[src/rtl/fan_current_aggregator_if.sv]
// fan_current_aggregator_if: icebus current channels in, filtered per-fan currents and status out
interface fan_current_aggregator_if #(
  parameter int NUM_IN = 8,
  parameter int NUM_OUT = 6
);
  logic enable;
  logic clear_overrun;
  logic [NUM_IN*32-1:0] current_in;
  logic [NUM_OUT*32-1:0] current_out;
  logic update_strobe;
  logic overrun;
  modport master (
    output enable, clear_overrun, current_in,
    input current_out, update_strobe, overrun
  );
  modport slave (
    input enable, clear_overrun, current_in,
    output current_out, update_strobe, overrun
  );
endinterface

[src/rtl/fan_current_aggregator.sv]
// fan_current_aggregator: periodic max-of-subset scan of motor currents, IIR-smoothed per fan
module fan_current_aggregator #(
  parameter int NUM_IN = 8,
  parameter int NUM_OUT = 6,
  parameter logic [NUM_OUT*NUM_IN-1:0] FAN_MAP = {6{8'h03}},
  parameter int SAMPLE_DIV = 50000,
  parameter int IIR_SHIFT = 3
) (
  input logic clk_clk,
  input logic reset_reset_n,
  fan_current_aggregator_if.slave bus
);
  localparam int CW = $clog2(SAMPLE_DIV);
  typedef enum logic [1:0] {IDLE, SCAN, UPDATE} state_t;
  state_t state, state_nxt;
  logic [CW-1:0] cnt;
  logic [2:0] idx;
  logic tick;
  logic strobe;
  logic ovr;
  logic [31:0] ch;
  assign tick = bus.enable && cnt == CW'(SAMPLE_DIV - 1);
  assign ch = bus.current_in[{idx, 5'd0} +: 32];
  assign bus.update_strobe = strobe;
  assign bus.overrun = ovr;
  // state register
  always_ff @(posedge clk_clk or negedge reset_reset_n)
    if (!reset_reset_n) state <= IDLE;
    else state <= state_nxt;
  // scan sequencing: wait for a tick, walk all channels, then one filter update cycle
  always_comb begin
    state_nxt = state;
    if (state == IDLE) state_nxt = tick ? SCAN : IDLE;
    else if (state == SCAN) state_nxt = idx == 3'(NUM_IN - 1) ? UPDATE : SCAN;
    else state_nxt = IDLE;
  end
  // divider, channel index, update pulse and sticky overrun (clear beats a simultaneous set)
  always_ff @(posedge clk_clk or negedge reset_reset_n)
    if (!reset_reset_n) begin
      cnt <= '0;
      idx <= '0;
      strobe <= 1'b0;
      ovr <= 1'b0;
    end else begin
      cnt <= (!bus.enable || tick) ? '0 : cnt + 1'b1;
      idx <= state == SCAN ? idx + 1'b1 : '0;
      strobe <= state == UPDATE;
      ovr <= bus.clear_overrun ? 1'b0 : (tick && state != IDLE) ? 1'b1 : ovr;
    end
  for (genvar o = 0; o < NUM_OUT; o++) begin : g_fan
    localparam logic [NUM_IN-1:0] MAP_ROW = FAN_MAP[o*NUM_IN +: NUM_IN];
    logic [31:0] mx;
    logic [31:0] out_q;
    logic [31:0] d;
    logic [31:0] step;
    logic [31:0] nxt;
    assign d = mx > out_q ? mx - out_q : out_q - mx;
    assign step = (d != 0 && (d >> IIR_SHIFT) == 0) ? 32'd1 : d >> IIR_SHIFT;
    assign nxt = mx > out_q ? out_q + step : mx < out_q ? out_q - step : out_q;
    assign bus.current_out[o*32 +: 32] = out_q;
    // running max over mapped channels, then a single bounded step toward it
    always_ff @(posedge clk_clk or negedge reset_reset_n)
      if (!reset_reset_n) begin
        mx <= '0;
        out_q <= '0;
      end else begin
        if (state == IDLE && tick) mx <= '0;
        else if (state == SCAN && MAP_ROW[idx] && ch > mx) mx <= ch;
        if (state == UPDATE) out_q <= nxt;
      end
  end
endmodule

[src/flat_wrapper.sv]
// flat-port wrapper written by rule: the top's interface ports become plain ports
module fan_current_aggregator_flat 
#(
  parameter int NUM_IN = 8,
  parameter int NUM_OUT = 6,
  parameter logic [NUM_OUT*NUM_IN-1:0] FAN_MAP = {6{8'h03}},
  parameter int SAMPLE_DIV = 50000,
  parameter int IIR_SHIFT = 3
)
  (clk_clk, reset_reset_n, bus_enable, bus_clear_overrun, bus_current_in, bus_current_out, bus_update_strobe, bus_overrun);
  fan_current_aggregator_if #(.NUM_IN(NUM_IN), .NUM_OUT(NUM_OUT)) bus_i ();
  input logic clk_clk;
  input logic reset_reset_n;
  input wire logic [$bits(bus_i.enable)-1:0] bus_enable;
  input wire logic [$bits(bus_i.clear_overrun)-1:0] bus_clear_overrun;
  input wire logic [$bits(bus_i.current_in)-1:0] bus_current_in;
  output wire logic [$bits(bus_i.current_out)-1:0] bus_current_out;
  output wire logic [$bits(bus_i.update_strobe)-1:0] bus_update_strobe;
  output wire logic [$bits(bus_i.overrun)-1:0] bus_overrun;
  assign bus_i.enable = bus_enable;
  assign bus_i.clear_overrun = bus_clear_overrun;
  assign bus_i.current_in = bus_current_in;
  assign bus_current_out = bus_i.current_out;
  assign bus_update_strobe = bus_i.update_strobe;
  assign bus_overrun = bus_i.overrun;
  fan_current_aggregator #(.NUM_IN(NUM_IN), .NUM_OUT(NUM_OUT), .FAN_MAP(FAN_MAP), .SAMPLE_DIV(SAMPLE_DIV), .IIR_SHIFT(IIR_SHIFT)) u_core (.clk_clk(clk_clk), .reset_reset_n(reset_reset_n), .bus(bus_i));
endmodule
[config.mk]
export PLATFORM = sky130hd
export DESIGN_NAME = fan_current_aggregator_flat
export DESIGN_NICKNAME = d
export VERILOG_FILES = /design/src/rtl/fan_current_aggregator_if.sv /design/src/rtl/fan_current_aggregator.sv /design/src/flat_wrapper.sv
export SDC_FILE = /design/constraint.sdc
export NUM_CORES = 2
export LEC_CHECK = 0
export BUFFER_PORTS_ARGS = -buffer_cell sky130_fd_sc_hd__buf_2
export CAP_MARGIN = 10
export CORE_MARGIN = 3
export CORE_UTILIZATION = 40
export CTS_CLUSTER_DIAMETER = 200
export DETAILED_ROUTE_END_ITERATION = 7
export PLACE_DENSITY_LB_ADDON = 0.1
export SLEW_MARGIN = 15
export SYNTH_ARGS = -nofsm -noshare
export SYNTH_HDL_FRONTEND = slang
export SYNTH_SLANG_ARGS = --single-unit
[constraint.sdc]
create_clock -name clk_clk -period 8.5 [get_ports clk_clk]
set_clock_uncertainty 0.1 [all_clocks]
set_input_delay 1.275 -clock clk_clk [delete_from_list [all_inputs] [get_ports clk_clk]]
set_output_delay 1.275 -clock clk_clk [all_outputs]
set_load 0.05 [all_outputs]
* Yosys cells after proc, flatten, opt, wreduce, memory -nomap -nowiden
Memories as Yosys holds them, arrays and structs flattened. Index checks and enable logic that the tools add are counted.
Word-level totals: memories 1, output and inout port bits 194, register bits after elaboration 407, ROM bits 8
Memory list:
- (name not given) | words 8, width 1, read ports 1, clocked after Yosys merged registers in 0, wr ports 0, line fan_current_aggregator.sv:68 | else if (state == SCAN && MAP_ROW[idx] && ch > mx) mx <= ch;
Operators by class: magnitude comparators 19, shift operators 1, equality and inequality tests 4, mux-type cells 45, reduce and logical (&&, ||, !) cells 51, add/sub/neg operators 26
Operators with widths (number):
- 32-bit two-way mux | 30
- 32-bit subtractor | 18
- 32-bit greater-than comparator | 12
- 256-bit by 9-bit variable part select with 32-bit output | 1
- 32-bit adder | 6
- 32-bit logical NOT | 6
- 32-bit less-than comparator | 6
- 32-bit nonzero test | 6
- 29-bit two-way mux | 6
- 2-bit nonzero test | 14
- 16-bit by 1-bit adder with 16-bit output, second input constant | 1
- 16-bit == test, second input constant | 1
- 1-bit logical AND | 16
- 16-bit two-way mux | 1
- 2-bit AND reduction | 6
- 2-bit two-way mux | 3
- 3-bit by 4-bit less-than comparator with 1-bit output, second input constant | 1
- 1-bit two-way mux | 4
- 3-bit by 1-bit adder with 3-bit output, second input constant | 1
- 3-bit == test, second input constant | 1
- 3-bit two-way mux | 1
- 2-bit by 1-bit == test with 1-bit output, second input constant | 1
- 2-bit == test, second input constant | 1
- 2-bit logical NOT | 1
- 2 further kinds | 2

* Depth between registers and ports, before layout
word-level depth 8, depth in mapped cells 44

* Worst setup path after synthesis
Ideal clock, no wire load.
kind flip-flop to flip-flop, start point register u_core.g_fan[5].out_q[2], end point register u_core.g_fan[5].out_q[31], slack 0.263 ns, library setup time 0.136 ns, data required time 8.264 ns, arrival time 8.000 ns, clock period less this slack 8.237 ns, stages on the path, launching flop included 35, cells stage by stage dfrtp_1 -> inv_1 -> ha_1 -> nor2b_1 -> o31a_1 -> o41a_1 -> o31ai_2 -> o21ai_2 -> a22oi_2 -> buf_2 -> buf_2 -> mux2i_1 -> xnor2_1 -> nand3_1 -> or2_2 -> nor2_1 -> a21oi_1 -> ha_1 -> and4_1 -> nor3b_1 -> a31oi_1 -> xor2_1 -> ha_1 -> a21o_1 -> a21oi_1 -> nand3_1 -> o21ai_0 -> o21ai_0 -> o41a_1 -> a41o_1 -> o41a_1 -> a211oi_1 -> nor3_1 -> a221oi_1 -> nand3_1
Between the ends: longest elaborated chain between the ends 8, elaborated cells between the ends (all ways) 15
RTL lines:
- start: declaration | line fan_current_aggregator.sv:53 | logic [31:0] out_q;
- start signal: assignment | line fan_current_aggregator.sv:69 | if (state == UPDATE) out_q <= nxt;
- 32-bit subtractor / 32-bit greater-than comparator (equally long branches) | line fan_current_aggregator.sv:57, fan_current_aggregator.sv:59
- 32-bit two-way mux | line fan_current_aggregator.sv:57 | assign d = mx > out_q ? mx - out_q : out_q - mx;
- 32-bit nonzero test / 32-bit logical NOT (equally long branches) | line fan_current_aggregator.sv:58 | assign step = (d != 0 && (d >> IIR_SHIFT) == 0) ? 32'd1 : d >> IIR_SHIFT;
- 1-bit logical AND | line fan_current_aggregator.sv:58
- 29-bit two-way mux | line fan_current_aggregator.sv:58
- 32-bit subtractor | line fan_current_aggregator.sv:59 | assign nxt = mx > out_q ? out_q + step : mx < out_q ? out_q - step : out_q;
- 32-bit two-way mux (2 in a row) | line fan_current_aggregator.sv:59
Parallel ways exist; a longest one is shown, timed or not. The select of a mux whose other input is x is not followed. A chain may end at the register's enable or synchronous reset.

* Worst setup path in the final report
start point register u_core.g_fan[5].mx[0], end point register u_core.g_fan[5].out_q[31]
Between the ends: longest elaborated chain between the ends 8, elaborated cells between the ends (all ways) 15
RTL lines:
- start: declaration | line fan_current_aggregator.sv:52 | logic [31:0] mx;
- start signal: assignment | line fan_current_aggregator.sv:68
- 32-bit subtractor / 32-bit greater-than comparator (equally long branches) | line fan_current_aggregator.sv:57, fan_current_aggregator.sv:59
- 32-bit two-way mux | line fan_current_aggregator.sv:57
- 32-bit nonzero test / 32-bit logical NOT (equally long branches) | line fan_current_aggregator.sv:58
- 1-bit logical AND | line fan_current_aggregator.sv:58
- 29-bit two-way mux | line fan_current_aggregator.sv:58
- 32-bit subtractor | line fan_current_aggregator.sv:59
- 32-bit two-way mux (2 in a row) | line fan_current_aggregator.sv:59
Parallel ways exist; a longest one is shown, timed or not. The select of a mux whose other input is x is not followed.

==> results.json <==
{
  "wl_per_cell_um": 22.7,
  "num-fill-cells": 14100,
  "cts_inserted_buffers": 59,
  "critical-path-max-stage-delay_ns": 0.45,
  "required_ns": 8.94,
  "period_share_pct": 96.1,
  "rows": 137,
  "total_routed_length_um": 228000,
  "layout.cell_area.non_filler_um2": 68000,
  "areal_power_density_over_the_cells_nw_per_um2": 73.6,
  "path_buf_inv": 4,
  "startpoint_type": "register",
  "detailedRoute.firstIterationViolations": 4569,
  "placeableCoreArea_um2": 141000,
  "worstSkewPairLatency_ns": 0.69,
  "maxClockFrequency_mhz": 122,
  "grt_antenna_before_repair": 7,
  "via_count": 58100,
  "asyncSetResetFlopFracSynth_pct": 100,
  "tightest_slew_ns": 1.15,
  "die_height_um": 384,
  "worst_path_dominant_cell_family": "compound AO/OA/AOI/OAI gates",
  "synth_seq_cells": 407,
  "vdd_ir_drop_max_v": 0.000158,
  "syn_nets": 8336,
  "static-leakage-power_nw": 33.0,
  "synthesis.instances": 7293,
  "critical-path-top-cell-by-count": "o41a_1",
  "grt_max_degree": 162,
  "cts_root_buf": "clkbuf_16",
  "fin_nets": 9142,
  "grt_usage_pct": 29.8,
  "cts_max_path_buffers": 3,
  "clkTransAtPathRegs_ns": 0.06,
  "syn_area_um2": 57100,
  "dp.final_hpwl_um": 183000,
  "die_width_um": 384,
  "drt-pass1-iter-count": 6,
  "drt-vias-per-instance": 5.79,
  "critPathKind": "reg2reg",
  "outcome": "finished, final reports clean",
  "slew_viol_final": 0,
  "timing.final.hold_violations": 0,
  "area_growth_syn_to_layout_pct": 19.1,
  "detail_route.drc_violations": 0,
  "timing.critical_path.fanout_max": 8,
  "totalPowerFinal_w": 0.00501,
  "cts-htree-levels": 2,
  "overflow": 0,
  "ios": 454,
  "dominantRegCellSynth": "dfrtp_1",
  "place.gp.congestion": 1.02,
  "design.die.area_um2": 147000,
  "relSlewSlack_pct": 23.1,
  "setup_viol": 0,
  "first_pass_grt_wire_length_um": 341000,
  "cts_hold_repair.buffers": 0,
  "ant_nets": 0,
  "clock_tree_from_tritoncts": "done",
  "critical_path.slowest_cell": "o41a_1",
  "post_synth.cell_area_avg_um2": 7.83,
  "detailed_place.area_um2": 65000,
  "synth_enable_flop_cells": 0,
  "total_number_of_clock_tree_sinks": 407,
  "endpoint_kind": "register",
  "cp_data_arrival_time_ns": 8.61,
  "worstHoldPathType": "reg2reg",
  "number_of_unique_standard_cell_types_used_by_synthesis": 113,
  "initial_core_util_pct": 40.6,
  "drive_above_1_share_pct": 18.8,
  "ys_seq_area_share_pct": 17.8,
  "synth-warning-count": 0,
  "first_global_vias": 55300,
  "io_buffer_count": 453,
  "max_cap_violation_count": 0,
  "fin_crit_ns": 8.17
}
-- layout make-up --
type / instances / area, µm² / area share [%]
Antenna cell: 11 / 27.5 / 0.0405
Clock buffer: 84 / 1700 / 2.50
Clock inverter: 26 / 414 / 0.609
Inverter: 505 / 1900 / 2.79
Multi-Input combinational cell: 6051 / 44400 / 65.3
Sequential cell: 407 / 10200 / 15.0
Tap cell: 1876 / 2350 / 3.45
Timing Repair Buffer: 1075 / 7020 / 10.3
-- logic make-up (layout without fill, tap and decap cells) --
| family | after synthesis | in the layout | share of synthesized area [%] |
|---|---|---|---|
| muxes | 253 | 253 | 5.97 |
| DFF | 407 | 407 | 17.8 |
| other | 0 | 11 | 0 |
| buffers and inverters | 835 | 1690 | 5.80 |
| xor gates and xnor gates | 543 | 543 | 8.36 |
| adders and majority gates | 783 | 783 | 17.4 |
| and+or+nand+nor | 2161 | 2161 | 18.5 |
| AOI/OAI and AO/OA | 2311 | 2311 | 26.2 |
-- layout by cell type, fill, tap and decap left out, types with 54 or more instances in the layout --
master     netlist  routed
ha_1           765     745
buf_4            3     614
nor2_1         596     592
nand2_1        587     586
a21oi_1        593     581
inv_1          504     504
o21ai_0        519     503
buf_2           58     452
dfrtp_1        407     396
xnor2_1        276     268
xor2_1         265     260
a21o_1         258     258
a211oi_1       192     182
nand3_1        145     145
nand4_1        141     141
o21a_1         141     140
mux2i_1        142     136
nor3_1         124     121
nand2b_1       103     103
nor2b_1        105     103
a31oi_1         75      71
and2_1          69      67
mux4_2          65      65
o21bai_1        60      60
clkbuf_16        0      60
o31ai_1         58      54
and3_1          56      54
-- final timing paths --
| path | startpoint | end | slack [ns] | depth (start not counted) |
|---|---|---|---|---|
| max | u_core.g_fan[5].mx[0] | u_core.g_fan[5].out_q[31] | 0.33 | 36 |
| min | u_core.cnt[0] | u_core.cnt[0] | 0.36 | 1 |
| max reg2reg | u_core.g_fan[5].mx[0] | u_core.g_fan[5].out_q[31] | 0.33 | 36 |
| min reg2reg | u_core.cnt[0] | u_core.cnt[0] | 0.36 | 1 |
| max in group asynchronous | reset_reset_n | u_core.g_fan[2].out_q[3] | 6.17 | 3 |
| min in group asynchronous | reset_reset_n | u_core.g_fan[3].out_q[31] | 0.43 | 1 |
-- repair_timing --
item	CTS	global route
gates resized for setup	4	166
setup endpoints to repair	4	53
buffers inserted	0	16
pin swaps	0	36
-- per-stage QoR --
stage                     worst slack [ns]  hold slack (ns)  TNS [ns]  util, %  instances
after floorplan                      0.263            0.325         0        -       7293
after global placement              0.0316            0.353         0     46.3       9897
after detailed placement           -0.0465            0.357   -0.0465     46.3       9897
after CTS                         0.000790            0.365         0     47.8      10000
after global routing               -0.0937            0.375    -0.281     48.4      10000
final                                0.329            0.364         0     48.4      10000
-- routing by layer --
metal / track usage, % / vias up / part of all wire [%]
met5: 0 / - / 0.015
met4: 9.13 / 4 / 3.4
met3: 5.15 / 315 / 7.4
met2: 47.5 / 1945 / 44
met1: 41.0 / 27700 / 45
li1: - / 28100 / -
-- cells in the mapped netlist, drive strengths merged (106+ instances only) --
cell type,n,area share (%)
mux2i,144,2.5
xnor2,277,4.3
dfrtp,407,18
nand2,588,3.9
a21o,258,3.4
nor2,596,3.9
clkbuf,224,1.5
nand4,142,1.6
ha,765,17
nand3,146,1.3
nor3,124,1.1
xor2,266,4.1
o21ai,551,4.8
buf,106,1.0
a21oi,594,5.2
o21a,141,1.9
inv,505,3.3
a211oi,194,2.6
-- worst reg2reg max path: cells and delay by family (launching register included) --
kind | cells | cell delay (ns)
adders and majority gates | 4 | 0.94
xor gates and xnor gates | 2 | 0.46
DFF | 1 | 0.40
AOI/OAI and AO/OA | 16 | 3.88
muxes | 1 | 0.23
buffers and inverters | 4 | 0.63
and+or+nand+nor | 9 | 1.39
-- flip-flops by register name (all words and copies together), names as in the netlist --
signal                    cells
u_core.cnt                   16
u_core.g_fan.mx             192
u_core.bus.overrun            1
u_core.idx                    3
u_core.state                  2
u_core.g_fan.out_q          192
u_core.bus.update_strobe      1
-- report_power, final --
group	switching (W)	internal [W]
Clock	0.00105	0.00169
Sequential	0.000000753	0.00194
Combinational	0.000208	0.000114
Total	0.00126	0.00374
Power figures use the tool's default switching activity.
